===== config.mk =====
export PLATFORM = sky130hd
export DESIGN_NAME = uart_rx_fb_loader
export DESIGN_NICKNAME = d
export VERILOG_FILES = /design/src/rtl/uart_pkg.sv /design/src/rtl/uart_rx.sv /design/src/rtl/uart_rx_fb_loader.sv
export SDC_FILE = /design/constraint.sdc
export NUM_CORES = 1
export LEC_CHECK = 0
export BUFFER_PORTS_ARGS = -buffer_cell sky130_fd_sc_hd__buf_4
export CAP_MARGIN = 10
export CORE_ASPECT_RATIO = 0.7
export CORE_MARGIN = 2
export CORE_UTILIZATION = 53
export DETAILED_ROUTE_END_ITERATION = 7
export GPL_TIMING_DRIVEN = 0
export PLACE_DENSITY_LB_ADDON = 0.2
export RECOVER_POWER = 50
export SLEW_MARGIN = 40
export SYNTH_ARGS = -nofsm -noshare
export SYNTH_HDL_FRONTEND = slang
export SYNTH_SLANG_ARGS = --single-unit
export TNS_END_PERCENT = 30

===== constraint.sdc =====
create_clock -name clk -period 2.3 [get_ports clk]
set_input_delay 0.345 -clock clk [delete_from_list [all_inputs] [get_ports clk]]
set_output_delay 0.345 -clock clk [all_outputs]
set_load 0.02 [all_outputs]

===== src/rtl/uart_pkg.sv =====
// Shared types and constants for the UART receive / frame buffer loader path.
package uart_pkg;

  typedef enum logic [1:0] {
    IDLE,
    START,
    DATA,
    STOP
  } rx_state_e;

  typedef enum logic [1:0] {
    WAIT_SYNC,
    GET_HI,
    GET_LO
  } load_state_e;

  localparam logic [7:0]  SYNC_BYTE_DEF = 8'hA5;
  localparam int unsigned PIXEL_W       = 16;

endpackage


===== src/rtl/uart_rx.sv =====
// 8N1 UART receiver: 2-FF synchronizer plus 16x oversampling bit FSM.
module uart_rx
  import uart_pkg::*;
#(
  parameter int unsigned DATA_WIDTH = 8,
  parameter int unsigned SAMPLING   = 16
) (
  input  logic                  clk,
  input  logic                  reset,
  input  logic                  b_tick,
  input  logic                  rx,
  output logic                  rx_done,
  output logic [DATA_WIDTH-1:0] rx_byte,
  output logic                  rx_frame_err
);

  localparam int unsigned CNT_W = $clog2(SAMPLING);
  localparam int unsigned BIT_W = $clog2(DATA_WIDTH);
  localparam logic [CNT_W-1:0] HALF_LAST = CNT_W'(SAMPLING / 2 - 1);
  localparam logic [CNT_W-1:0] FULL_LAST = CNT_W'(SAMPLING - 1);
  localparam logic [BIT_W-1:0] BIT_LAST  = BIT_W'(DATA_WIDTH - 1);

  rx_state_e        state;
  logic             sync1;
  logic             rx_s;
  logic [CNT_W-1:0] s_cnt;
  logic [BIT_W-1:0] n;

  // rx_byte doubles as the shift register; it is only meaningful with rx_done.
  always_ff @(posedge clk) begin
    if (reset) begin
      sync1        <= 1'b1;
      rx_s         <= 1'b1;
      state        <= IDLE;
      s_cnt        <= '0;
      n            <= '0;
      rx_byte      <= '0;
      rx_done      <= 1'b0;
      rx_frame_err <= 1'b0;
    end else begin
      sync1        <= rx;
      rx_s         <= sync1;
      rx_done      <= 1'b0;
      rx_frame_err <= 1'b0;
      case (state)
        IDLE: begin
          if (!rx_s) begin
            state <= START;
            s_cnt <= '0;
          end
        end
        START: begin
          if (b_tick) begin
            if (s_cnt == HALF_LAST) begin
              s_cnt <= '0;
              n     <= '0;
              state <= rx_s ? IDLE : DATA;
            end else begin
              s_cnt <= s_cnt + 1'b1;
            end
          end
        end
        DATA: begin
          if (b_tick) begin
            if (s_cnt == FULL_LAST) begin
              s_cnt   <= '0;
              rx_byte <= {rx_s, rx_byte[DATA_WIDTH-1:1]};
              if (n == BIT_LAST) state <= STOP;
              else               n     <= n + 1'b1;
            end else begin
              s_cnt <= s_cnt + 1'b1;
            end
          end
        end
        STOP: begin
          if (b_tick) begin
            if (s_cnt == FULL_LAST) begin
              state        <= IDLE;
              rx_done      <= rx_s;
              rx_frame_err <= !rx_s;
            end else begin
              s_cnt <= s_cnt + 1'b1;
            end
          end
        end
        default: state <= IDLE;
      endcase
    end
  end

endmodule


===== src/rtl/uart_rx_fb_loader.sv =====
// Loads an RGB565 image received over UART (sync byte, then hi/lo byte pairs) into a frame buffer.
module uart_rx_fb_loader
  import uart_pkg::*;
#(
  parameter int unsigned     DATA_WIDTH     = 8,
  parameter int unsigned     IMG_WIDTH      = 176,
  parameter int unsigned     IMG_HEIGHT     = 240,
  parameter int unsigned     SAMPLING       = 16,
  parameter int unsigned     FB_ADDR_WIDTH  = $clog2(IMG_WIDTH * IMG_HEIGHT),
  parameter logic [7:0]      SYNC_BYTE      = SYNC_BYTE_DEF,
  parameter int unsigned     TIMEOUT_CYCLES = 1_000_000
) (
  input  logic                     clk,
  input  logic                     reset,
  input  logic                     b_tick,
  input  logic                     rx,
  output logic                     fb_we,
  output logic [FB_ADDR_WIDTH-1:0] fb_wAddr,
  output logic [PIXEL_W-1:0]       fb_wData,
  output logic                     loading,
  output logic                     frame_done,
  output logic                     rx_err
);

  localparam int unsigned TO_W = $clog2(TIMEOUT_CYCLES);
  localparam logic [TO_W-1:0]          TO_LAST  = TO_W'(TIMEOUT_CYCLES - 1);
  localparam logic [FB_ADDR_WIDTH-1:0] PIX_LAST = FB_ADDR_WIDTH'(IMG_WIDTH * IMG_HEIGHT - 1);

  logic                     rx_done;
  logic [DATA_WIDTH-1:0]    rx_byte;
  logic                     rx_frame_err;
  load_state_e              state;
  logic [FB_ADDR_WIDTH-1:0] addr;
  logic [TO_W-1:0]          tcnt;
  logic [DATA_WIDTH-1:0]    hi;
  logic                     active;

  uart_rx #(
    .DATA_WIDTH (DATA_WIDTH),
    .SAMPLING   (SAMPLING)
  ) u_rx (
    .clk          (clk),
    .reset        (reset),
    .b_tick       (b_tick),
    .rx           (rx),
    .rx_done      (rx_done),
    .rx_byte      (rx_byte),
    .rx_frame_err (rx_frame_err)
  );

  assign active = (state != WAIT_SYNC);

  // Loader FSM; aborts (framing error or inter-byte timeout) take priority over byte handling.
  always_ff @(posedge clk) begin
    if (reset) begin
      state      <= WAIT_SYNC;
      addr       <= '0;
      tcnt       <= '0;
      hi         <= '0;
      fb_we      <= 1'b0;
      fb_wAddr   <= '0;
      fb_wData   <= '0;
      loading    <= 1'b0;
      frame_done <= 1'b0;
      rx_err     <= 1'b0;
    end else begin
      fb_we      <= 1'b0;
      frame_done <= 1'b0;
      rx_err     <= 1'b0;
      if (frame_done) loading <= 1'b0;

      if (active && !rx_done) tcnt <= tcnt + 1'b1;
      else                    tcnt <= '0;

      if (active && (rx_frame_err || tcnt == TO_LAST)) begin
        rx_err  <= 1'b1;
        state   <= WAIT_SYNC;
        loading <= 1'b0;
        addr    <= '0;
        tcnt    <= '0;
      end else begin
        case (state)
          WAIT_SYNC: begin
            if (rx_done && rx_byte == SYNC_BYTE) begin
              state   <= GET_HI;
              loading <= 1'b1;
              addr    <= '0;
            end
          end
          GET_HI: begin
            if (rx_done) begin
              hi    <= rx_byte;
              state <= GET_LO;
            end
          end
          GET_LO: begin
            if (rx_done) begin
              fb_we    <= 1'b1;
              fb_wData <= PIXEL_W'({hi, rx_byte});
              fb_wAddr <= addr;
              if (addr == PIX_LAST) begin
                frame_done <= 1'b1;
                addr       <= '0;
                state      <= WAIT_SYNC;
              end else begin
                addr  <= addr + 1'b1;
                state <= GET_HI;
              end
            end
          end
          default: state <= WAIT_SYNC;
        endcase
      end
    end
  end

endmodule

# After elaboration in Yosys (flattened, before gate mapping)
# Cells that the tools add are included.
# op_classes
n_addsub,4
n_eq_ne,24
n_mux,39
bitwise,7
n_reduce_logical,24
# op_table
cell,count
16-bit 2-to-1 mux,3
16-bit case mux with 2 select lines,1
4-bit 2-to-1 mux,7
2-bit 2-to-1 mux,12
20-bit by 1-bit adder with 20-bit output (second input constant),1
20-bit equality test (second input constant),1
16-bit by 1-bit adder with 16-bit output (second input constant),1
16-bit equality test (second input constant),1
4-bit case mux with 4 select lines,1
3-bit 2-to-1 mux,5
3-bit AND reduction,5
2-bit inequality test (second input constant),7
2-bit by 1-bit inequality test with 1-bit output (second input constant),6
8-bit equality test (second input constant),1
2-bit case mux with 4 select lines,1
8-bit AND reduction,1
4-bit OR reduction,2
1-bit 2-to-1 mux,7
1-bit inverter,7
2-bit equality test (second input constant),3
2-bit case mux with 3 select lines,1
3-bit case mux with 2 select lines,1
6-bit AND reduction,1
2-bit nonzero test,3
13 further kinds,19
# word_totals
register_bits,103
out_inout_bits,36
elab_cells,116

# Longest topological paths before layout
# depth
word_depth,5
depth_mapped,7
depth_no_buf,7

# By module
# A second synthesis with hierarchy kept.
# unflattened
cells_unflattened,461
hier_area_um2,4362.9
# by_module_without_submodules
mod,n_inst,cells_each,area_per_inst_um2,seq_area_each_um2
uart_rx_fb_loader,1,365,3443.3,1641.6
uart_rx,1,96,919.6,420.4

# Worst setup path before layout
# Ideal clock, no wire load.
# synth_timing
path_kind,register -> register
startpoint,reg addr[8]
endpoint,reg addr[11]
setup_time_ps,121
arrival_time_ps,2050
required_ps,2179
path_slack_ps,129
stages_incl_launch_ff,7
n_path_buf,1
path_cell_list,dfxtp_1 or4b_1 or4_4 and2_4 a211oi_4 buf_6 nor3_1
# synth_via
elab_chain_len,4
# synth_rtl
element,line_no,source
start: declaration,uart_rx_fb_loader.sv:33,logic [FB_ADDR_WIDTH-1:0] addr;
start signal: assignment,uart_rx_fb_loader.sv:106,addr <= addr + 1'b1;
16-bit by 1-bit adder with 16-bit output / 16-bit equality test (equally long branches),"uart_rx_fb_loader.sv:106, uart_rx_fb_loader.sv:101",
16-bit 2-to-1 mux *,uart_rx_fb_loader.sv:101,if (addr == PIX_LAST) begin
16-bit 2-to-1 mux *,uart_rx_fb_loader.sv:97,if (rx_done) begin
16-bit case mux with 2 select lines *,uart_rx_fb_loader.sv:82,case (state)
# Every way passes the cells marked *; elsewhere a longest branch is shown, timed or not. The select of a mux whose other input is x is not followed.
# A chain may end at the register's enable or synchronous reset.

# Worst setup path after layout
# layout_timing
startpoint,reg addr[10]
endpoint,reg addr[15]
# Same word-level chain as after synthesis.

==> summary.md <==
| Metric | Value |
|---|---|
| Arrival time at the worst endpoint | 2.56 ns |
| Clk_skew | 0.00953 ns |
| CTS Buffer Depth | 2 |
| Initial antenna violation count | 0 |
| Hold crit path type | in -> reg |
| Ports | 40 |
| Crit. End Element | flip-flop |
| First-pass detailed-route iteration total | 4 |
| Max VDD drop | 0.000731 V |
| Num Clock Sinks | 103 |
| Initial drt markers | 298 |
| DR WL/cell | 15.1 um |
| Crit path kind | reg -> reg |
| Final Instance Area | 4970 sq um |
| GRT Util Overall | 22.1% |
| RSZ-0062 raised after global routing | true |
| FP Rows | 27 |
| Area growth syn-to-layout | 15.2% |
| Required time of the critical path | 2.53 ns |
| Synthesized area | 4320 sq um |
| Cts bufs inserted | 9 |
| RR Startpoint | addr[10]$_SDFFE_PP0P_ |
| FFs w/ async S/R, synth | 0% |
| Post-synth EDFFs | 0 |
| Pre-CTS setup slack | -0.230 ns |
| Final wirelength | 9290 um |
| First-pass GRT wire length | 15,400 um |
| Placer Congestion | 0.835 |
| Effective utilization at floorplan | 54.8% |
| Gate Count Post-Synth | 459 |
| Antenna cells | 0 |
| Layout cells sized above 1 | 9.92% |
| Vias in the first global route | 3,205 |
| Final hold vios | 0 |
| Placed cell area | 4740 sq um |
| Hold_buf cts | 0 |
| Final Cycle Share | 101% |
| # DRC | 0 |
| Die Span X | 112 um |
| Port Buf Inserts | 39 |
| Core area | 7870 sq um |
| Non-Filler Instances | 615 |
| Clk slew on worst S/H paths | 0.07 ns |
| Final WS setup | -0.0233 ns |
| NumNets Final | 519 |
| Setup violations, final | 13 |
| Critical path origin | addr[10]$_SDFFE_PP0P_ |
| Final Critical Period | 2.32 ns |
| Worst skew pair latency | 0.36 ns |
| Failing checks | negative setup slack |
| Max_slew headroom | 39.1% |
| Total number of vias | 3,407 |
| Fin Setup TNS | -0.180 ns |
| Status | complete, but fails checks |
| Max Cap Viol | 0 |
| Fmax | 430 MHz |
| Synth warn | 0 |
| Seq/Total Area, Yosys | 47.8% |
| Final core utilization | 63.2% |
| Die H | 79.5 um |
| Die Area | 8890 sq um |
| Post-DP HPWL | 6600 um |
| Placed Cells | 599 |
| Largest net degree at the start of global routing | 18 |
| Worst-margin pin slew | 0.910 ns |
| Avg Cell Area, Syn | 9.40 sq um |
| CTS Root Cell | clkbuf_16 |
| #FFs+latches synth | 103 |
| Antenna Nets Post-Route | 0 |
| GRT overflow | 0 |
| Pwr/cell area | 685 nW/um^2 |
| Crit Path Max Fanout | 5 |
| Hold Startpoint | rx |
| P_leak | 1.62 nW |
| Syn_nets | 468 |
| Fillcell total | 708 |
| H-tree levels | 3 |
| Number of library cell types mapped by synthesis | 49 |
| CTS tree | done |
| CP Launch Type | flip-flop |
| Vias per cell | 5.54 |
| Top FF cell, synth | dfxtp_1 |
| Slew Viols, Final | 0 |
-- cell families (layout without fill, tap and decap cells) --
logic type      Yosys count  after routing  synth area share, %
simple gates            210            210                 24.4
flops                   103            103                 47.8
mux                      51             51                 11.8
compound gates           33             33                 5.28
xor+xnor                 33             33                 6.70
buf+inv                  24             79                 2.55
fa+ha+maj                 5              5                 1.45
-- where the power goes --
part           total [W]  switching, W  internal (W)
clock network    0.00153      0.000685      0.000847
registers        0.00179    0.00000518       0.00179
logic          0.0000811     0.0000531     0.0000280
-- placed cells by master, fill, tap and decap left out, types with 2 or more instances in the layout --
cell type / n
dfxtp_1: 99
nor2_1: 80
mux2i_1: 51
clkbuf_1: 47
nor3_1: 24
nand3_1: 21
nand2_1: 21
xnor2_1: 18
xor2_1: 15
nand4_1: 11
a21oi_1: 11
clkbuf_16: 9
buf_4: 7
nor4_1: 6
and3_1: 6
or3_1: 6
o21ai_0: 5
nand2b_1: 5
ha_1: 5
inv_1: 3
a21o_1: 3
or2_2: 3
a211oi_4: 3
buf_2: 3
nor3b_1: 3
dfxtp_2: 3
nor4bb_1: 2
and2_1: 2
and4_1: 2
nor4b_1: 2
nand3b_1: 2
buf_6: 2
a31oi_1: 2
clkinvlp_4: 2
-- cells in the mapped netlist, drive strengths merged, types with 2 or more instances --
library cell,n,area share [%]
a211oi,3,1.0
a21o,3,0.52
buf,7,1.1
nor4,7,1.0
nor3b,3,0.52
and3,7,1.0
nand2,22,1.9
and4,3,0.64
nor4b,3,0.61
xor2,15,3.0
ha,5,1.4
mux2i,51,12
or2,3,0.43
nand2b,5,0.72
dfxtp,103,48
nand3,21,2.4
nor4bb,2,0.46
nand3b,2,0.35
nor3,24,2.8
a21oi,12,1.4
inv,3,0.26
or3,6,0.87
and2,3,0.49
nor2b,2,0.29
nor2,81,7.0
o21ai,5,0.58
nand4,11,1.6
a31oi,2,0.29
xnor2,18,3.7
clkbuf,14,1.2
-- worst max-delay path, cell delays in order (launching register included) --
cell and delay (ns):
dfxtp_4 0.37, or4bb_1 0.52, or4_4 0.58, and2_4 0.19, a211oi_4 0.32, buf_6 0.17
nor3_1 0.05
-- sequential cells by signal (all words and copies together) (netlist names), 3 cells and up, named ones only --
signal and count:
tcnt 20, u_rx.n 3, addr 16, u_rx.rx_byte 8, fb_wAddr 16, u_rx.s_cnt 4, fb_wData 16, hi 8
-- per-stage QoR --
stage | hold slack (ns) | power [W]
after global routing | 0.179 | 0.00352
after CTS | 0.179 | 0.00344
after global placement | 0.409 | 0.00191
after floorplan | 0.389 | 0.00189
final | 0.188 | 0.00341
after detailed placement | 0.402 | 0.00192
-- layout make-up --
| type | count | area (sq um) | area share, % |
|---|---|---|---|
| buffer | 19 | 95.1 | 1.91 |
| clock buffer | 9 | 225 | 4.53 |
| clock inverter | 6 | 70.1 | 1.41 |
| inverter | 3 | 11.3 | 0.227 |
| multi-input combinational | 332 | 2190 | 44.0 |
| sequential | 103 | 2070 | 41.6 |
| tap | 101 | 126 | 2.54 |
| timing repair buffer | 42 | 184 | 3.70 |
-- per-layer routing --
metal / GRT usage, % / up-vias / routed length [um]
met5: 0 / - / 0
met4: 7.16 / 0 / 125
met3: 6.23 / 12 / 446
met2: 33.3 / 67 / 4050
met1: 30.8 / 1627 / 4670
li1: - / 1701 / -
-- final timing paths --
check             slack (ns)                     to  depth (start not counted)
setup / recovery       -0.02  addr[15]$_SDFFE_PP0P_                          6
hold / removal          0.19  u_rx.sync1$_SDFF_PP1_                          2
setup reg to reg       -0.02  addr[15]$_SDFFE_PP0P_                          6
hold reg to reg         0.44   u_rx.rx_s$_SDFF_PP1_                          1
-- repair_timing --
item,4_1_cts,5_1_grt
setup buffers,2,0
resized for setup,11,6
endpoints found under the setup margin,58,61
pin swaps,2,1
cloned,1,0
No activity file was read; power rests on OpenSTA's default activity.
